===== config.mk =====
export PLATFORM = sky130hd
export DESIGN_NAME = rca_bist
export DESIGN_NICKNAME = d
export VERILOG_FILES = /design/src/rtl/rca_bist_pkg.sv /design/src/rtl/rca_bist_timer.sv /design/src/rtl/rca_bist.sv
export SDC_FILE = /design/constraint.sdc
export NUM_CORES = 1
export LEC_CHECK = 0
export CORE_MARGIN = 3
export CORE_UTILIZATION = 45
export DETAILED_ROUTE_END_ITERATION = 16
export MAX_ROUTING_LAYER = met4
export PLACE_DENSITY = 0.73
export SYNTH_ARGS = -nofsm -noshare
export SYNTH_HDL_FRONTEND = slang
export SYNTH_SLANG_ARGS = --single-unit

===== constraint.sdc =====
create_clock -name clk -period 5.1 [get_ports clk]
set_input_delay 1.02 -clock clk [delete_from_list [all_inputs] [get_ports clk]]
set_output_delay 1.02 -clock clk [all_outputs]
set_load 0.01 [all_outputs]

===== src/rtl/rca_bist_pkg.sv =====
// rtl/rca_bist_pkg.sv - shared types and constants for the ripple-carry adder BIST
//
// Contents:
//   state_t  : BIST sequencer states (IDLE, ASSERT, WAIT, CHECK, DONE)
//   RCA_W    : adder operand width
//   IDX_W    : vector index width (two concatenated operands)
//   ERR_W    : error counter width (holds 0..256)
//   LAST_IDX : index of the final operand pair
package rca_bist_pkg;

    localparam int RCA_W = 4;
    localparam int IDX_W = 8;
    localparam int ERR_W = 9;
    localparam logic [IDX_W-1:0] LAST_IDX = 8'hFF;

    typedef enum logic [2:0] {
        ST_IDLE   = 3'd0,
        ST_ASSERT = 3'd1,
        ST_WAIT   = 3'd2,
        ST_CHECK  = 3'd3,
        ST_DONE   = 3'd4
    } state_t;

endpackage


===== src/rtl/rca_bist_timer.sv =====
// rtl/rca_bist_timer.sv - loadable down-counter flagging expiry after N cycles
//
// Ports:
//   clk      in        clock
//   rst_n    in        asynchronous active-low reset
//   load     in        load a new interval (takes effect on this edge)
//   load_val in  [W]   interval length N in cycles, N >= 1
//   expire   out       high during the Nth cycle after the load edge
module rca_bist_timer #(
    parameter int W = 16
) (
    input  logic         clk,
    input  logic         rst_n,
    input  logic         load,
    input  logic [W-1:0] load_val,
    output logic         expire
);

    logic [W-1:0] cnt;

    // Loading N-1 makes expire rise in the Nth cycle, so a state that loads
    // on entry and leaves on expire occupies exactly N cycles.
    always_ff @(posedge clk or negedge rst_n) begin
        if (!rst_n) begin
            cnt <= '0;
        end else if (load) begin
            cnt <= load_val - 1'b1;
        end else if (cnt != '0) begin
            cnt <= cnt - 1'b1;
        end
    end

    assign expire = (cnt == '0);

endmodule


===== src/rtl/rca_bist.sv =====
// rtl/rca_bist.sv - exhaustive built-in self-test initiator for the 4-bit ripple-carry adder
//
// Parameters:
//   START_HI    cycles start is held high per vector (>= 2)
//   WAIT_CYCLES cycles start is held low before sampling (>= 8)
// Optional build macro:
//   RCA_BIST_STOP_ON_FAIL_EN  stop at the first mismatching vector
// Ports:
//   clk, rst_n        clock, asynchronous active-low reset
//   run               one-cycle test request (ignored while busy)
//   start, A, B       request level and operands driven to the adder
//   S, Cout           registered adder result
//   busy, done, pass  test status; done/pass held until the next accepted run
//   err_cnt           number of mismatching vectors
//   fail_a, fail_b    operands of the first mismatch
module rca_bist
    import rca_bist_pkg::*;
#(
    parameter int START_HI    = 2,
    parameter int WAIT_CYCLES = 10
) (
    input  logic             clk,
    input  logic             rst_n,
    input  logic             run,
    output logic             start,
    output logic [RCA_W-1:0] A,
    output logic [RCA_W-1:0] B,
    input  logic [RCA_W-1:0] S,
    input  logic             Cout,
    output logic             busy,
    output logic             done,
    output logic             pass,
    output logic [ERR_W-1:0] err_cnt,
    output logic [RCA_W-1:0] fail_a,
    output logic [RCA_W-1:0] fail_b
);

    localparam int TW = 16;

    state_t           state;
    logic [IDX_W-1:0] idx;

    logic             tmr_load;
    logic [TW-1:0]    tmr_val;
    logic             tmr_expire;

    logic [RCA_W:0]   golden;
    logic             mismatch;
    logic             accept_run;
    logic             last_vec;

    // Operands come straight from the index register, so they change only
    // at CHECK exit and stay stable for the whole vector.
    assign A = idx[IDX_W-1:RCA_W];
    assign B = idx[RCA_W-1:0];

    assign golden     = {1'b0, A} + {1'b0, B};
    assign mismatch   = ({Cout, S} != golden);
    assign accept_run = run && ((state == ST_IDLE) || (state == ST_DONE));

`ifdef RCA_BIST_STOP_ON_FAIL_EN
    assign last_vec = (idx == LAST_IDX) || mismatch;
`else
    assign last_vec = (idx == LAST_IDX);
`endif

    // One timer serves both ASSERT and WAIT: it is reloaded with the next
    // interval on the edge that enters each of those states.
    always_comb begin
        tmr_load = 1'b0;
        tmr_val  = TW'(START_HI);
        if (accept_run) begin
            tmr_load = 1'b1;
        end else if ((state == ST_ASSERT) && tmr_expire) begin
            tmr_load = 1'b1;
            tmr_val  = TW'(WAIT_CYCLES);
        end else if ((state == ST_CHECK) && !last_vec) begin
            tmr_load = 1'b1;
        end
    end

    rca_bist_timer #(
        .W(TW)
    ) u_timer (
        .clk      (clk),
        .rst_n    (rst_n),
        .load     (tmr_load),
        .load_val (tmr_val),
        .expire   (tmr_expire)
    );

    always_ff @(posedge clk or negedge rst_n) begin
        if (!rst_n) begin
            state   <= ST_IDLE;
            idx     <= '0;
            start   <= 1'b0;
            busy    <= 1'b0;
            done    <= 1'b0;
            pass    <= 1'b0;
            err_cnt <= '0;
            fail_a  <= '0;
            fail_b  <= '0;
        end else begin
            case (state)
                ST_IDLE, ST_DONE: begin
                    if (run) begin
                        state   <= ST_ASSERT;
                        idx     <= '0;
                        err_cnt <= '0;
                        fail_a  <= '0;
                        fail_b  <= '0;
                        done    <= 1'b0;
                        pass    <= 1'b0;
                        start   <= 1'b1;
                        busy    <= 1'b1;
                    end
                end
                ST_ASSERT: begin
                    if (tmr_expire) begin
                        state <= ST_WAIT;
                        start <= 1'b0;
                    end
                end
                ST_WAIT: begin
                    if (tmr_expire) begin
                        state <= ST_CHECK;
                    end
                end
                ST_CHECK: begin
                    if (mismatch) begin
                        err_cnt <= err_cnt + 1'b1;
                        if (err_cnt == '0) begin
                            fail_a <= A;
                            fail_b <= B;
                        end
                    end
                    if (last_vec) begin
                        state <= ST_DONE;
                        busy  <= 1'b0;
                        done  <= 1'b1;
                        // The counter update above lands on this same edge,
                        // so the final verdict must include this vector.
                        pass  <= (err_cnt == '0) && !mismatch;
                    end else begin
                        state <= ST_ASSERT;
                        idx   <= idx + 1'b1;
                        start <= 1'b1;
                    end
                end
                default: begin
                    state <= ST_IDLE;
                    start <= 1'b0;
                    busy  <= 1'b0;
                end
            endcase
        end
    end

endmodule

# Word-level counts from Yosys, hierarchy flattened
# Index checks and enable logic that the tools add are counted.
# op_classes
n_addsub,5
n_mul,0
n_div,0
order_cmp,0
n_eq_ne,13
shifts,0
n_mux,36
bitwise_logic,2
n_reduce_logical,22
# op_table
cell,count
$mux W16,3
$sub A16 B1 Y16 const B,2
$mux W4,6
$mux W9,2
$pmux W9 S2,1
$logic_not A16 Y1,1
$mux W8,2
$pmux W4 S2,2
$pmux W8 S2,1
$reduce_bool A16 Y1,1
$reduce_and A3 Y1,5
$mux W3,4
$ne A2 B2 Y1 const B,6
$pmux W3 S4,1
$mux W1,10
$add A9 B1 Y9 const B,1
$logic_not A9 Y1,1
$add A8 B1 Y8 const B,1
$eq A8 B8 Y1 const B,1
$reduce_and A4 Y1,2
$eq A3 B2 Y1 const B,2
$add A4 B4 Y5,1
$ne A5 B5 Y1,1
$logic_and A1 B1 Y1,4
other kinds (12),17
# totals
regBits,48
latch_bits,0
ram_bits,0
mem_bits_ro,0
input_bits,8
word_cells,88
memories,0

# Longest topological paths before layout
# Gate-level depths: netlist (run 1).
# depth
word_depth,7
depth_mapped,13

# Modules after synthesis
# From an unflattened synthesis (run 1), not the netlist that was laid out.
# hier_totals
cells_unflattened,321
area_unflattened_um2,2959.1
# by_module_without_submodules
mod,n_inst,cells_per_inst,area_per_inst_um2
rca_bist,1,195,1784.2
rca_bist_timer,1,126,1174.9

# Least setup slack after synthesis (run 1)
# OpenSTA, ideal clock, no wires.
# synth_path
kind,input-to-reg
from,in run
to,reg u_timer.cnt[6]
setup_time_ns,0.132
arrival_ns,2.594
required_ns,4.968
slack_ns,2.374
path_stages,12
n_path_buf,3
cell_sequence,nor2b_1 -> nand2b_1 -> nand2b_1 -> buf_2 -> a21o_1 -> buf_4 -> nor2_1 -> ha_1 -> clkbuf_1 -> nand3b_1 -> o21ai_0 -> o22ai_1
# synth_via
elab_chain_cells,4
word_cells_on_any_way,6
# synth_rtl
item,line,source
from (decl),rca_bist.sv:24,"input logic run,"
$logic_and A1 B1 Y1 (*),rca_bist.sv:59,assign accept_run = run && ((state == ST_IDLE) || (state == ST_DONE));
$mux W16,rca_bist.sv:72,if (accept_run) begin
$sub A16 B1 Y16,rca_bist_timer.sv:27,cnt <= load_val - 1'b1;
$mux W16,rca_bist_timer.sv:26,end else if (load) begin
to (signal assigned),rca_bist_timer.sv:27,
to (signal assigned),rca_bist_timer.sv:29,cnt <= cnt - 1'b1;
to (decl),rca_bist_timer.sv:19,logic [W-1:0] cnt;
# Mark *: on every way between the ends. The rest lies on a longest branch, timed or not.
# A chain may end at the register's enable or synchronous reset.

# Worst setup path after layout (run 1)
# Same ends and word-level chain as after synthesis.

==> summary.md, run 1 <==
| Metric | Value |
|---|---|
| P_leak | `1.37 nW` |
| CP max FO | `16` |
| WL per Instance | `14.6 µm` |
| Total GRT Usage | `18.3%` |
| Via count | `2212` |
| TNS Setup | `0 ns` |
| Async set-reset flop share out of synthesis | `100%` |
| Final Hold Vio Count | `0` |
| Fin worst setup slack | `1.66 ns` |
| NumNets Final | `339` |
| Total grt overflow | `0` |
| M1 WL | `2670 µm` |
| WP data arrival | `3.62 ns` |
| Met3 WL | `242 µm` |
| RSZ-0062 raised after global routing | `no` |
| Dominant synthesized flop cell | `dfrtp_1` |
| Finished Layout Cells | `395` |
| Total wire length | `5770 µm` |
| Initial drt markers | `119` |
| Via density per instance | `5.60` |
| Synth Register Bits | `48` |
| Die Y | `83.4 µm` |
| ANT nets after route | `0` |
| Max Cap Viol | `0` |
| Total Die Area | `6960 µm²` |
| Worst-Margin Slew | `1.09 ns` |
| Critical Path Start Type | `input pin` |
| Vias in the first global route | `2227` |
| # fillers | `491` |
| Distinct cell type count after synthesis | `62` |
| Hold Slack | `0.519 ns` |
| DR DRC count | `0` |
| CTS sink count | `48` |
| ANT cells | `0` |
| Worst setup EP type | `register` |
| Final worst-path cycle share | `67.5%` |
| Design area | `3210 µm²` |
| Post-synth EDFFs | `0` |
| FP Rows | `27` |
| Post-layout minimum cycle time | `3.44 ns` |
| Rel. slew slack | `27.4%` |
| Power Total | `1.26 mW` |
| CTS resizes | `0` |
| HP Class | `reg -> reg` |
| Final core occ | `57.0%` |
| Syn Inst Count | `288` |
| Clk slew on worst S/H paths | `0.09 ns` |
| H-tree depth | `2` |
| Post-Syn Area | `2700 µm²` |
| CP max stage delay | `0.46 ns` |
| Post-place setup slack | `1.32 ns` |
| Worst-case clock skew | `0.0124 ns` |
| Cts bufs inserted | `5` |
| Area used by multi-input combinational logic | `1420 µm²` |
| # port buffers | `36` |
| Core Box Area | `5640 µm²` |
| Clk root buf | `clkbuf_8` |
| Maximum VDD drop | `0.257 mV` |
| Largest net degree at the start of global routing | `49` |
| Status | `completed` |
| Initial antenna violation count | `0` |
| Slew Limit Fails | `0` |
| # IOs | `37` |
| Routability cong. | `0.776` |
| CTS tree | `done` |
| Met2 routed WL | `2800 µm` |
| Worst path slowest cell | `nand2b_1` |
| First-pass GRT wire length | `10400 µm` |
| Die Span X | `83.4 µm` |
| Ys Warns | `0` |
| Area delta synth->final | `19.1%` |
| Placed Area | `3090 µm²` |
| Top delay family on crit path | `simple AND/OR/NAND/NOR gates` |
| Dpl hpwl | `4220 µm` |
| Sequential-to-total area share from yosys stat | `44.5%` |
| Setup CP Type | `in -> reg` |
| Clock Tree Buf Depth | `2` |
| Finish-stage setup viols | `0` |
| Starting density of the core | `47.8%` |
| Net Count, Synth | `305` |
| Clk_lat worst skew | `0.31 ns` |
| Worst path most repeated cell | `nand2b_1` |
| CP Cell Sequence | `clkdlybuf4s50_1 > nor2b_1 > nand2b_1 > nand2b_1 > a21o_1 > nor2_1 > ha_1 > nand3b_1 > o21ai_0 > o22ai_1` |
| Post-CTS Hold Fix Bufs | `0` |
| Share of layout cells above drive strength 1 | `8.05%` |
| Register area | `1200 µm²` |
| Top routing layer used | `met4` |
| Mean area per synthesized cell | `9.37 µm²` |
| PD cells | `394 nW/µm²` |
| CP bufs+invs | `1` |
| Fmax | `0.291 GHz` |
| Critical path data required time | `5.28 ns` |
| Postcts setup bufs | `0` |
| Inst Count DP | `387` |
| TritonRoute pass-1 iters | `4` |
==> area by class of cell <==
cell class	instances	share of cell area (%)
inverters	8	0.935
clock inverters	2	1.21
flip-flops and latches	48	37.4
repair buffers	36	11.1
multi-input cells	223	44.0
well taps	72	2.80
clock buffers	6	2.57
==> synth_stat cells, drive strengths merged, types with 2 or more instances <==
master  count  share of area, %
nand3       9               1.7
nand3b      2              0.70
buf         6               1.5
nor2       27               3.8
a21o        4               1.2
nand2b      6               1.4
mux2i       4               1.5
xnor2      11               3.6
or3         5               1.3
nand4       2              0.46
nor3b       2              0.97
inv         8               1.1
o21ai      25               4.9
and3        6               1.4
clkbuf      3              0.42
nor3       11               2.2
a21oi      11               2.6
nor4        4              0.93
o41ai       4               1.6
dfrtp      48                45
nand2      45               6.4
a211oi      4               1.8
o22ai       3              0.70
ha          8               3.7
xor2        9               2.9
==> logic make-up after synthesis <==
kind of cell / Yosys count / share of synthesized area [%]
and+or+nand+nor: 128 / 23.8
buffers and inverters: 17 / 3.06
adders and majority gates: 9 / 4.45
AOI/OAI and AO/OA: 62 / 16.2
muxes: 4 / 1.48
xor gates and xnor gates: 20 / 6.49
DFF: 48 / 44.5
==> flip-flops by register name, indices dropped and copies added, names as in the netlist <==
register / flops
u_timer.cnt: 16
start: 1
pass: 1
busy: 1
state: 3
fail_b: 4
done: 1
idx: 8
err_cnt: 9
fail_a: 4
==> worst reg2reg max path: stages, from the launching register on <==
cell and delay (ns):
dfrtp_1 0.47, ha_1 0.29, and3_1 0.22, a21oi_4 0.31, nand2b_1 0.35, a21o_1 0.32
nor2_1 0.09, ha_1 0.32, nand3b_1 0.12, o21ai_0 0.07, o22ai_1 0.17
==> per-layer routing <==
| metal | track usage, % | vias up |
|---|---|---|
| met5 | - | - |
| met2 | 30.5 | 40 |
| li1 | - | 1085 |
| met3 | 3.87 | 6 |
| met1 | 22.9 | 1081 |
| met4 | 4.09 | 0 |
==> cell usage in the layout (no fill, tap or decap), types with 8 or more instances in the layout <==
| cell | n |
|---|---|
| nor3_1 | 10 |
| o21ai_0 | 12 |
| xnor2_1 | 11 |
| inv_1 | 8 |
| o21ai_1 | 11 |
| dfrtp_1 | 48 |
| a21oi_1 | 9 |
| nor2_1 | 26 |
| xor2_1 | 9 |
| nand2_1 | 44 |
| ha_1 | 8 |
| clkdlybuf4s50_1 | 35 |
| nand3_1 | 9 |
==> path summary, 6_finish.rpt <==
path                            slack (ns)       startpoint  depth (start not counted)               to
worst max register to register        2.29           idx[0]                         10   u_timer.cnt[6]
min in group asynchronous             0.90            rst_n                          1        fail_b[3]
worst min-delay path                  0.52  u_timer.cnt[15]                          1  u_timer.cnt[15]
max in group asynchronous             3.51            rst_n                          1   u_timer.cnt[8]
worst max-delay path                  1.66              run                         10   u_timer.cnt[6]
worst min register to register        0.52  u_timer.cnt[15]                          1  u_timer.cnt[15]
==> report_power, final <==
part / switching [mW] / leakage [nW] / total [mW] / internal [mW]
sequential: 0.0871 / 0.638 / 0.541 / 0.454
clock: 0.135 / 0.0614 / 0.295 / 0.161
combinational: 0.250 / 0.667 / 0.429 / 0.179
total: 0.472 / 1.37 / 1.26 / 0.793
Power figures use the tool's default switching activity.
==> inputs of run 2 (changes only) <==
Clock period 5.1 ns to 3.38 ns, I/O delays scaled along.
==> run 2 against run 1 <==
Compared with the run above:
- via count grew 0.99%
- combinational power grew 55%
- global-route usage shrank 0.13 points
- hold slack lost 0.092 ns
- clock power grew 51%
- clock-buffer cell count is the same
- setup slack lost 1.0 ns
- sequential share of layout area shrank 0.43 points
- first-iteration DRC count grew 3.4%
- sequential cell count is the same
- highest routed layer unchanged
==> summary.md, run 2 (synthesized netlist as in run 1, its figures left out) <==
| Metric | Value |
|---|---|
| Status | `completed` |
| NumNets Final | `344 (+1.5%)` |
| ANT nets after route | `0 (unchanged)` |
| Max Cap Viol | `0 (unchanged)` |
| Via count | `2234 (+0.99%)` |
| Share of layout cells above drive strength 1 | `9.45% (+1.4 points)` |
| Most common cell after layout, fill and taps aside | `dfrtp_1` |
| PD cells | `593 nW/µm² (+51%)` |
| Critical path data required time | `3.62 ns (-1.66 ns)` |
| Cts bufs inserted | `5 (unchanged)` |
| Rel. slew slack | `35.8% (+8.5 points)` |
| Fmax | `0.363 GHz` |
| Post-place setup slack | `0.577 ns (-0.744 ns)` |
| Largest net degree at the start of global routing | `34 (-31%)` |
| Maximum VDD drop | `0.432 mV (+68%)` |
| Total wire length | `5880 µm (+1.9%)` |
| Initial drt markers | `123 (+3.4%)` |
| Area used by multi-input combinational logic | `1420 µm² (unchanged)` |
| Total Die Area | `6960 µm² (unchanged)` |
| Die Span X | `83.4 µm (unchanged)` |
| H-tree depth | `2 (unchanged)` |
| Clk slew on worst S/H paths | `0.09 ns (about the same)` |
| Final worst-path cycle share | `81.5%` |
| Placed Area | `3130 µm² (+1.2%)` |
| Most frequent cells in the layout | `dfrtp_1, nand2_1, clkdlybuf4s50_1` |
| Total grt overflow | `0 (unchanged)` |
| Reg2reg setup slack | `0.63 ns (-1.66 ns)` |
| # port buffers | `36 (unchanged)` |
| Starting density of the core | `47.8% (unchanged)` |
| Core Box Area | `5640 µm² (unchanged)` |
| Dpl hpwl | `4340 µm (+2.8%)` |
| Final Hold Vio Count | `0 (unchanged)` |
| WP data arrival | `3.00 ns (-0.62 ns)` |
| Critical Path Start Type | `register` |
| Via density per instance | `5.59 (-0.27%)` |
| Clk root buf | `clkbuf_8` |
| # fillers | `472 (-3.9%)` |
| Initial antenna violation count | `0 (unchanged)` |
| Area delta synth->final | `20.4%` |
| HP Class | `in -> async` |
| Top reg by flops | `u_timer.cnt` |
| Postcts setup bufs | `0 (unchanged)` |
| Worst setup EP type | `register` |
| Slew Limit Fails | `0 (unchanged)` |
| Post-CTS Hold Fix Bufs | `0 (unchanged)` |
| Design area | `3250 µm² (+1.2%)` |
| CTS sink count | `48 (unchanged)` |
| CP max FO | `16 (unchanged)` |
| Worst-case clock skew | `0.0154 ns (+0.00299 ns)` |
| Fin worst setup slack | `0.625 ns (-1.03 ns)` |
| Vias in the first global route | `2194 (-1.5%)` |
| Register area | `1200 µm² (unchanged)` |
| Die Y | `83.4 µm (unchanged)` |
| Grt met3 use | `4.17% (+0.30 points)` |
| CTS resizes | `0 (unchanged)` |
| Clk_lat worst skew | `0.31 ns (about the same)` |
| Clock Tree Buf Depth | `2 (unchanged)` |
| GR peak layer | `met2` |
| # IOs | `37 (unchanged)` |
| TNS Setup | `0 ns (unchanged)` |
| ANT cells | `0 (unchanged)` |
| Total GRT Usage | `18.1% (-0.13 points)` |
| CTS tree | `done` |
| Finish-stage setup viols | `0 (unchanged)` |
| Setup CP Type | `reg -> reg` |
| Routability cong. | `0.810 (+4.3%)` |
| Final core occ | `57.6% (+0.67 points)` |
| DR DRC count | `0 (unchanged)` |
| WL per Instance | `14.7 µm (+0.63%)` |
| RSZ-0062 raised after global routing | `no` |
| TritonRoute pass-1 iters | `4 (unchanged)` |
| GR Util met1 | `22.5% (-0.44 points)` |
| Regs by FF count | `u_timer.cnt x16, err_cnt x9, idx x8` |
| FP Rows | `27 (unchanged)` |
| Max FFs per register | `16 (unchanged)` |
| Post-layout minimum cycle time | `2.75 ns` |
| Worst-Margin Slew | `0.961 ns (-0.129 ns)` |
| Met2 usage | `29.8% (-0.73 points)` |
| First-pass GRT wire length | `10100 µm (-2.6%)` |
| P_leak | `1.39 nW (+1.8%)` |
-- run 2: routing by layer --
metal / share of wire [%] / routed length, µm / vias to the layer above
met5: 0 / 0 / -
met4: 1.4 / 80 / 0
met3: 5.4 / 318 / 8
met2: 48 / 2820 / 54
met1: 45 / 2660 / 1078
li1: - / - / 1094
-- run 2: cell type report --
| type | instances | area share, % |
|---|---|---|
| clock inverter | 2 | 1.19 |
| timing repair buffer | 41 | 12.1 |
| clock buffer | 6 | 2.54 |
| inverter | 8 | 0.924 |
| multi-input combinational | 223 | 43.5 |
| tap | 72 | 2.77 |
| sequential | 48 | 37.0 |
-- run 2: stage by stage --
stage	cells	power, mW	hold slack [ns]
CTS	400	1.94	0.445
global placement	392	1.48	0.494
global route	400	2.08	0.477
detailed placement	392	1.50	0.498
finish	400	1.93	0.427
floorplan	288	1.29	0.380
-- run 2: path summary, 6_finish.rpt --
kind                                 start               to  depth (start not counted)
setup / recovery                    idx[4]        fail_b[1]                          9
hold / removal                       rst_n        fail_b[3]                          1
setup reg to reg                    idx[4]        fail_b[1]                          9
hold reg to reg            u_timer.cnt[15]  u_timer.cnt[15]                          1
max in group asynchronous            rst_n   u_timer.cnt[9]                          2
min in group clk           u_timer.cnt[15]  u_timer.cnt[15]                          1
-- run 2: power by group --
| part | switching (mW) | internal [mW] | total (mW) |
|---|---|---|---|
| clock | 0.202 | 0.242 | 0.444 |
| sequential | 0.130 | 0.684 | 0.815 |
| combinational | 0.378 | 0.289 | 0.667 |
-- run 2: worst max-delay path, cell delays in order, from the launching register on --
cell and delay [ns]:
dfrtp_1 0.48, ha_1 0.21, inv_1 0.05, fa_1 0.40, xor2_1 0.19, xnor2_1 0.14
nor3_1 0.13, a211oi_2 0.84, nand2_1 0.16, o21ai_2 0.08
